### src/rtl/dmem_arbiter_pkg.sv
// Shared definitions for the data-memory arbiter slice.
// Provides the bus widths (derived from the CPU's REG_LEN / DM_UNIT_MASK),
// the arbiter state encoding and the port identifier type.
package dmem_arbiter_pkg;

  localparam int unsigned REG_LEN      = 32;
  localparam int unsigned DM_UNIT_MASK = 255;

  localparam int unsigned ADDR_W = REG_LEN;
  localparam int unsigned DATA_W = DM_UNIT_MASK + 1;

  typedef enum logic {
    ST_IDLE = 1'b0,
    ST_BUSY = 1'b1
  } state_t;

  typedef logic port_id_t;

  localparam port_id_t PORT0 = 1'b0;
  localparam port_id_t PORT1 = 1'b1;

endpackage

### src/rtl/dmem_arbiter_if.sv
// Bus bundle between the two cache-side requesters, the arbiter and
// Data_Memory.
//   p0_* : dcache request port        p1_* : ifetch refill request port
//   mem_*: Data_Memory enable/write/addr/data/ack handshake
//   rd_data_o : memory read data broadcast to both requesters
// Modport slave is the arbiter's view; master is the environment's view
// (requesters plus memory).
interface dmem_arbiter_if #(
  parameter int unsigned ADDR_W = dmem_arbiter_pkg::ADDR_W,
  parameter int unsigned DATA_W = dmem_arbiter_pkg::DATA_W
) ();

  logic              p0_enable_i;
  logic              p0_write_i;
  logic [ADDR_W-1:0] p0_addr_i;
  logic [DATA_W-1:0] p0_data_i;
  logic              p0_ack_o;

  logic              p1_enable_i;
  logic              p1_write_i;
  logic [ADDR_W-1:0] p1_addr_i;
  logic [DATA_W-1:0] p1_data_i;
  logic              p1_ack_o;

  logic [DATA_W-1:0] rd_data_o;

  logic              mem_enable_o;
  logic              mem_write_o;
  logic [ADDR_W-1:0] mem_addr_o;
  logic [DATA_W-1:0] mem_data_o;
  logic              mem_ack_i;
  logic [DATA_W-1:0] mem_data_i;

  modport slave (
    input  p0_enable_i, p0_write_i, p0_addr_i, p0_data_i,
    input  p1_enable_i, p1_write_i, p1_addr_i, p1_data_i,
    input  mem_ack_i, mem_data_i,
    output p0_ack_o, p1_ack_o, rd_data_o,
    output mem_enable_o, mem_write_o, mem_addr_o, mem_data_o
  );

  modport master (
    output p0_enable_i, p0_write_i, p0_addr_i, p0_data_i,
    output p1_enable_i, p1_write_i, p1_addr_i, p1_data_i,
    output mem_ack_i, mem_data_i,
    input  p0_ack_o, p1_ack_o, rd_data_o,
    input  mem_enable_o, mem_write_o, mem_addr_o, mem_data_o
  );

endinterface

### src/rtl/dmem_arbiter_rr_pick2.sv
// Two-requester round-robin winner selection (purely combinational).
//   i_req0, i_req1 : request lines
//   i_last_grant   : port granted most recently
//   o_valid        : at least one request present
//   o_winner       : selected port (meaningful only when o_valid)
module rr_pick2
  import dmem_arbiter_pkg::*;
(
  input  logic     i_req0,
  input  logic     i_req1,
  input  port_id_t i_last_grant,
  output logic     o_valid,
  output port_id_t o_winner
);

  always_comb begin
    o_valid  = i_req0 | i_req1;
    o_winner = PORT0;
    if (i_req0 && i_req1) begin
      o_winner = ~i_last_grant;
    end else if (i_req1) begin
      o_winner = PORT1;
    end
  end

endmodule

### src/rtl/dmem_arbiter.sv
// Round-robin arbiter sharing the single Data_Memory port between the dcache
// (port 0) and the ifetch refill path (port 1). One line transaction at a
// time is captured into holding registers and replayed to memory; an
// optional watchdog aborts accesses that never acknowledge.
//   clk_i  : clock
//   rst_i  : asynchronous active-low reset
//   bus    : requester / memory handshake bundle (slave modport)
//   err_o  : sticky watchdog error flag
// Parameter TIMEOUT = 0 disables the watchdog.
module dmem_arbiter #(
  parameter int unsigned ADDR_W  = dmem_arbiter_pkg::ADDR_W,
  parameter int unsigned DATA_W  = dmem_arbiter_pkg::DATA_W,
  parameter int unsigned TIMEOUT = 0
) (
  input  logic           clk_i,
  input  logic           rst_i,
  dmem_arbiter_if.slave  bus,
  output logic           err_o
);

  import dmem_arbiter_pkg::*;

  localparam logic        WD_EN    = (TIMEOUT != 0);
  localparam logic [31:0] WD_LIMIT = TIMEOUT - 32'd1;

  state_t            r_state;
  state_t            w_next_state;
  port_id_t          r_owner;
  port_id_t          r_last_grant;
  logic              r_write;
  logic [ADDR_W-1:0] r_addr;
  logic [DATA_W-1:0] r_data;
  logic [31:0]       r_busy_cnt;
  logic              r_err;

  logic              w_valid;
  port_id_t          w_winner;
  logic              w_grant;
  logic              w_expire;

  rr_pick2 u_pick (
    .i_req0       (bus.p0_enable_i),
    .i_req1       (bus.p1_enable_i),
    .i_last_grant (r_last_grant),
    .o_valid      (w_valid),
    .o_winner     (w_winner)
  );

  // An ack in the expiry cycle takes priority, so expiry requires !ack.
  always_comb begin
    w_grant  = (r_state == ST_IDLE) && w_valid;
    w_expire = WD_EN && (r_state == ST_BUSY) && !bus.mem_ack_i &&
               (r_busy_cnt == WD_LIMIT);
  end

  always_ff @(posedge clk_i or negedge rst_i) begin
    if (!rst_i) begin
      r_state <= ST_IDLE;
    end else begin
      r_state <= w_next_state;
    end
  end

  always_comb begin
    w_next_state = r_state;
    unique case (r_state)
      ST_IDLE: if (w_valid) w_next_state = ST_BUSY;
      ST_BUSY: if (bus.mem_ack_i || w_expire) w_next_state = ST_IDLE;
      default: w_next_state = ST_IDLE;
    endcase
  end

  always_comb begin
    bus.mem_enable_o = (r_state == ST_BUSY);
    bus.mem_write_o  = r_write;
    bus.mem_addr_o   = r_addr;
    bus.mem_data_o   = r_data;
    bus.p0_ack_o     = bus.mem_ack_i && (r_state == ST_BUSY) &&
                       (r_owner == PORT0) && bus.p0_enable_i;
    bus.p1_ack_o     = bus.mem_ack_i && (r_state == ST_BUSY) &&
                       (r_owner == PORT1) && bus.p1_enable_i;
    bus.rd_data_o    = bus.mem_data_i;
    err_o            = r_err;
  end

  always_ff @(posedge clk_i or negedge rst_i) begin
    if (!rst_i) begin
      r_owner      <= PORT0;
      r_last_grant <= PORT1;
      r_write      <= 1'b0;
      r_addr       <= '0;
      r_data       <= '0;
      r_busy_cnt   <= '0;
      r_err        <= 1'b0;
    end else begin
      if (w_grant) begin
        r_owner      <= w_winner;
        r_last_grant <= w_winner;
        r_busy_cnt   <= '0;
        if (w_winner == PORT1) begin
          r_write <= bus.p1_write_i;
          r_addr  <= bus.p1_addr_i;
          r_data  <= bus.p1_data_i;
        end else begin
          r_write <= bus.p0_write_i;
          r_addr  <= bus.p0_addr_i;
          r_data  <= bus.p0_data_i;
        end
      end else if ((r_state == ST_BUSY) && !bus.mem_ack_i) begin
        r_busy_cnt <= r_busy_cnt + 32'd1;
      end
      if (w_expire) begin
        r_err <= 1'b1;
      end
    end
  end

endmodule

### src/flat_wrapper.sv
// flat-port wrapper written by rule: the top's interface ports become plain ports
module dmem_arbiter_flat import dmem_arbiter_pkg::*;
#(
  parameter int unsigned ADDR_W  = dmem_arbiter_pkg::ADDR_W,
  parameter int unsigned DATA_W  = dmem_arbiter_pkg::DATA_W,
  parameter int unsigned TIMEOUT = 0
)
  (clk_i, rst_i, err_o, bus_p0_enable_i, bus_p0_write_i, bus_p0_addr_i, bus_p0_data_i, bus_p1_enable_i, bus_p1_write_i, bus_p1_addr_i, bus_p1_data_i, bus_mem_ack_i, bus_mem_data_i, bus_p0_ack_o, bus_p1_ack_o, bus_rd_data_o, bus_mem_enable_o, bus_mem_write_o, bus_mem_addr_o, bus_mem_data_o);
  dmem_arbiter_if #(.ADDR_W(ADDR_W), .DATA_W(DATA_W)) bus_i ();
  input  logic clk_i;
  input  logic rst_i;
  output logic err_o;
  input wire logic [$bits(bus_i.p0_enable_i)-1:0] bus_p0_enable_i;
  input wire logic [$bits(bus_i.p0_write_i)-1:0] bus_p0_write_i;
  input wire logic [$bits(bus_i.p0_addr_i)-1:0] bus_p0_addr_i;
  input wire logic [$bits(bus_i.p0_data_i)-1:0] bus_p0_data_i;
  input wire logic [$bits(bus_i.p1_enable_i)-1:0] bus_p1_enable_i;
  input wire logic [$bits(bus_i.p1_write_i)-1:0] bus_p1_write_i;
  input wire logic [$bits(bus_i.p1_addr_i)-1:0] bus_p1_addr_i;
  input wire logic [$bits(bus_i.p1_data_i)-1:0] bus_p1_data_i;
  input wire logic [$bits(bus_i.mem_ack_i)-1:0] bus_mem_ack_i;
  input wire logic [$bits(bus_i.mem_data_i)-1:0] bus_mem_data_i;
  output wire logic [$bits(bus_i.p0_ack_o)-1:0] bus_p0_ack_o;
  output wire logic [$bits(bus_i.p1_ack_o)-1:0] bus_p1_ack_o;
  output wire logic [$bits(bus_i.rd_data_o)-1:0] bus_rd_data_o;
  output wire logic [$bits(bus_i.mem_enable_o)-1:0] bus_mem_enable_o;
  output wire logic [$bits(bus_i.mem_write_o)-1:0] bus_mem_write_o;
  output wire logic [$bits(bus_i.mem_addr_o)-1:0] bus_mem_addr_o;
  output wire logic [$bits(bus_i.mem_data_o)-1:0] bus_mem_data_o;
  assign bus_i.p0_enable_i = bus_p0_enable_i;
  assign bus_i.p0_write_i = bus_p0_write_i;
  assign bus_i.p0_addr_i = bus_p0_addr_i;
  assign bus_i.p0_data_i = bus_p0_data_i;
  assign bus_i.p1_enable_i = bus_p1_enable_i;
  assign bus_i.p1_write_i = bus_p1_write_i;
  assign bus_i.p1_addr_i = bus_p1_addr_i;
  assign bus_i.p1_data_i = bus_p1_data_i;
  assign bus_i.mem_ack_i = bus_mem_ack_i;
  assign bus_i.mem_data_i = bus_mem_data_i;
  assign bus_p0_ack_o = bus_i.p0_ack_o;
  assign bus_p1_ack_o = bus_i.p1_ack_o;
  assign bus_rd_data_o = bus_i.rd_data_o;
  assign bus_mem_enable_o = bus_i.mem_enable_o;
  assign bus_mem_write_o = bus_i.mem_write_o;
  assign bus_mem_addr_o = bus_i.mem_addr_o;
  assign bus_mem_data_o = bus_i.mem_data_o;
  dmem_arbiter #(.ADDR_W(ADDR_W), .DATA_W(DATA_W), .TIMEOUT(TIMEOUT)) u_core (.clk_i(clk_i), .rst_i(rst_i), .bus(bus_i), .err_o(err_o));
endmodule
### config.mk
export PLATFORM = sky130hd
export DESIGN_NAME = dmem_arbiter_flat
export DESIGN_NICKNAME = d
export VERILOG_FILES = /design/src/rtl/dmem_arbiter_pkg.sv /design/src/rtl/dmem_arbiter_if.sv /design/src/rtl/dmem_arbiter_rr_pick2.sv /design/src/rtl/dmem_arbiter.sv /design/src/flat_wrapper.sv
export SDC_FILE = /design/constraint.sdc
export NUM_CORES = 1
export LEC_CHECK = 0
export CAP_MARGIN = 10
export CORE_AREA = 2 2 548 550
export CTS_BUF_LIST = sky130_fd_sc_hd__clkbuf_16
export CTS_CLUSTER_DIAMETER = 30
export DETAILED_ROUTE_END_ITERATION = 8
export DIE_AREA = 0 0 550 552
export SYNTH_ARGS = -nofsm -noshare
export SYNTH_HDL_FRONTEND = slang
export SYNTH_SLANG_ARGS = --single-unit
### constraint.sdc
create_clock -name clk_i -period 1.7 [get_ports clk_i]
set_clock_uncertainty 0.15 [all_clocks]
set_input_delay 0.255 -clock clk_i [delete_from_list [all_inputs] [get_ports clk_i]]
set_output_delay 0.255 -clock clk_i [all_outputs]
set_load 0.05 [all_outputs]
==> run summary <==
Port-buffer cells - 874
Finish-stage setup viols - 569
fin crit period - 2.17 ns
Design Area, Final - 46,300 um2
Register-to-Register Path Depth - 8
DRT iter0 DRCs - 1,584
r2r endpoint - u_core.bus.mem_data_o[188]
Hold Fails Final Rpt - 0
CP max FO - 6
die area - 304,000 um2
Netlist Area Pre-Place - 15,200 um2
first-pass GRT wire length - 294,000 um
Yosys top cell by area - dfrtp_1
Pins Over Slew Limit - 0
share of cells above drive strength 1 - 39.4%
Core Region - 298,000 um2
number of synthesized flops with an enable pin - 0
GP Congestion - 0.870
synthesis-stage register bit count - 292
mux contribution to synthesized area - 0%
Filler cells - 32,400
crit share post-route - 128%
Synth-to-Final Area Change - 205%
commonest cells in the netlist - a21oi_1 (580), dfrtp_1 (291), nand2_1 (290)
Worst slew margin - 37.2%
fin cells - 7,471
Peak Freq - 461 MHz
post-synth net total - 2,686
leak pwr - 17.7 nW
pwr dens - 1250 nW/um2
Mapped Cells - 1,847
top cell type's share of synthesized area - 48.0%
WP data arrival - 2.63 ns
H-tree Lvls - 3
CTS tree - yes
clk_lat worst skew - 0.73 ns
compound-cell area share of the yosys netlist - 19.4%
largest family of logic cells by synthesized area - compound AO/OA/AOI/OAI gates
Total GRT Usage - 15.7%
worst vdd ir - 693 uV
mean routed wirelength per cell - 35.3 um
RSZ-0062 raised after global routing - yes
grt total ovfl - 0
HP Class - input port to asynchronous set/reset pin
failing checks - setup timing
nets - 4,220
TritonRoute pass-1 iters - 5
synth unique cells - 21
initial antenna violation count - 117
adder-cell area share of the yosys netlist - 0%
post-synthesis sequential area ratio - 48.1%
total CTS buffers - 86
Post-synth top flop - dfrtp_1
worst slew pin tran - 0.942 ns
WS Path Type - register to register
CP Capture Type - register
die width - 550 um
Std-Cell Rows - 201
vias in the first global route - 22,500
worst endpoint required time - 2.16 ns
clock slew at reported path FFs - 0.04 ns
worst r2r src - u_core.bus.mem_enable_o
clk buf depth - 4
Synth Warn # - 0
placed cell count - 6,420
final antenna-violating net count - 0
xor-xnor portion of the synthesized cell area - 0%
status - finished with violations
Die Y-Extent - 552 um
detailed-route DRC error count - 0
flop-to-flop setup slack - -0.47 ns
DP Wirelength - 191,000 um
Initial Utilization - 5.09%
root buffer cell - clkbuf_16
Placed Area - 29,500 um2
Post-Syn Area per Cell - 8.22 um2
Critical Path Source Type - register
WL final - 264,000 um
detailed-route via count - 22,600
Synth Area in Simple Gates - 14.5%
most common cell in the netlist - a21oi_1
MaxCap Viol Count - 0
Final WS setup - -0.470 ns
io pins - 1,388
pin count of the biggest net entering global routing - 62
synth top area cells - dfrtp_1 (48%), a21oi_1 (19%), buf_4 (13%), nand2_1 (7.2%), nor2_1 (7.1%)
clock sink count - 292
Via density - 3.02
Async SR Flop Fraction - 100%
## flip-flops by register name (all words and copies together) (netlist names)
name / cells
u_core.bus.mem_data_o: 256
u_core.bus.mem_addr_o: 32
u_core.bus.mem_enable_o: 1
u_core.bus.mem_write_o: 1
u_core.r_last_grant: 1
u_core.r_owner: 1
## what timing repair did
action                                  in CTS  in global routing
cloned                                      74                 27
gates resized for setup                    597                432
buffers inserted                           114                 75
endpoints found under the setup margin     499                691
hold endpoints to repair                   580                  0
hold buffers                               550                  0
pin swaps                                  276                 91
## worst max-delay path: stages, from the launching register on
cell and delay [ns]:
dfrtp_2 0.41, buf_4 0.14, buf_6 0.11, o21bai_4 0.22, clkbuf_16 0.24, buf_16 0.19, buf_16 0.24, a21oi_4 0.13
a21oi_2 0.09
## how the worst max path moves through the flow
stage	to	cells past startpoint	from	slack [ns]
after floorplan	u_core.bus.mem_data_o[129]	6	u_core.bus.mem_enable_o	0.06
after global placement	u_core.bus.mem_data_o[217]	8	bus_p0_enable_i	-0.60
after detailed placement	u_core.bus.mem_data_o[217]	8	bus_p0_enable_i	-0.59
after CTS	bus_p0_ack_o	3	u_core.bus.mem_enable_o	-0.43
after global routing	u_core.bus.mem_data_o[188]	8	u_core.bus.mem_enable_o	-0.50
final	u_core.bus.mem_data_o[188]	8	u_core.bus.mem_enable_o	-0.47
## cell usage in the layout (no fill, tap or decap), drive strengths merged, types with 2 or more instances in the layout
cell / Yosys / routed
dlymetal6s4s: 0 / 2
inv: 1 / 19
clkbuf: 24 / 110
clkinv: 0 / 34
diode: 0 / 67
dfrtp: 291 / 291
a21oi: 580 / 580
clkdlybuf4s50: 0 / 581
bufinv: 0 / 13
nand2: 290 / 290
clkinvlp: 0 / 2
bufbuf: 0 / 4
dlygate4sd3: 0 / 548
buf: 361 / 672
nor2: 289 / 289
## through the flow
step | hold slack (ns) | util (%) | setup WS (ns) | power (mW) | TNS [ns]
global route | 0.0333 | 15.5 | -0.495 | 59.8 | -142.86
detailed placement | 0.0137 | 9.89 | -0.592 | 33.3 | -125.24
CTS | 0.00144 | 14.4 | -0.433 | 55.8 | -112.32
floorplan | -0.191 | - | 0.0604 | 20.4 | 0
finish | 0.0401 | 15.5 | -0.470 | 57.8 | -103.62
global placement | 0.0130 | 9.89 | -0.597 | 33.3 | -123.01
## layout make-up
type / instances / area (um2) / share of cell area, %
clock buffer: 86 / 2150 / 4.65
clock inverter: 67 / 674 / 1.46
sequential: 292 / 7410 / 16.0
multi-input combinational: 1169 / 7930 / 17.1
antenna: 67 / 168 / 0.362
tap: 3958 / 4950 / 10.7
timing repair buffer: 1831 / 23000 / 49.7
inverter: 1 / 3.75 / 0.00811
## kinds of logic after synthesis
logic type	after synthesis
compound gates	586
buf+inv	386
flops	292
other cells	1
simple gates	582
## layer usage
metal / routed length [um] / GRT usage [%] / share of wire, %
met1: 93800 / 16.0 / 36
met5: 492 / 0.317 / 0.19
met4: 13000 / 6.35 / 4.9
met3: 47600 / 12.9 / 18
met2: 109000 / 23.2 / 41
## power by group
group          switching [mW]  internal, mW
Sequential               2.53          8.79
Clock                    5.39          11.0
Combinational            17.1          13.0
Total                    25.0          32.8
No activity file was read; power rests on OpenSTA's default activity.
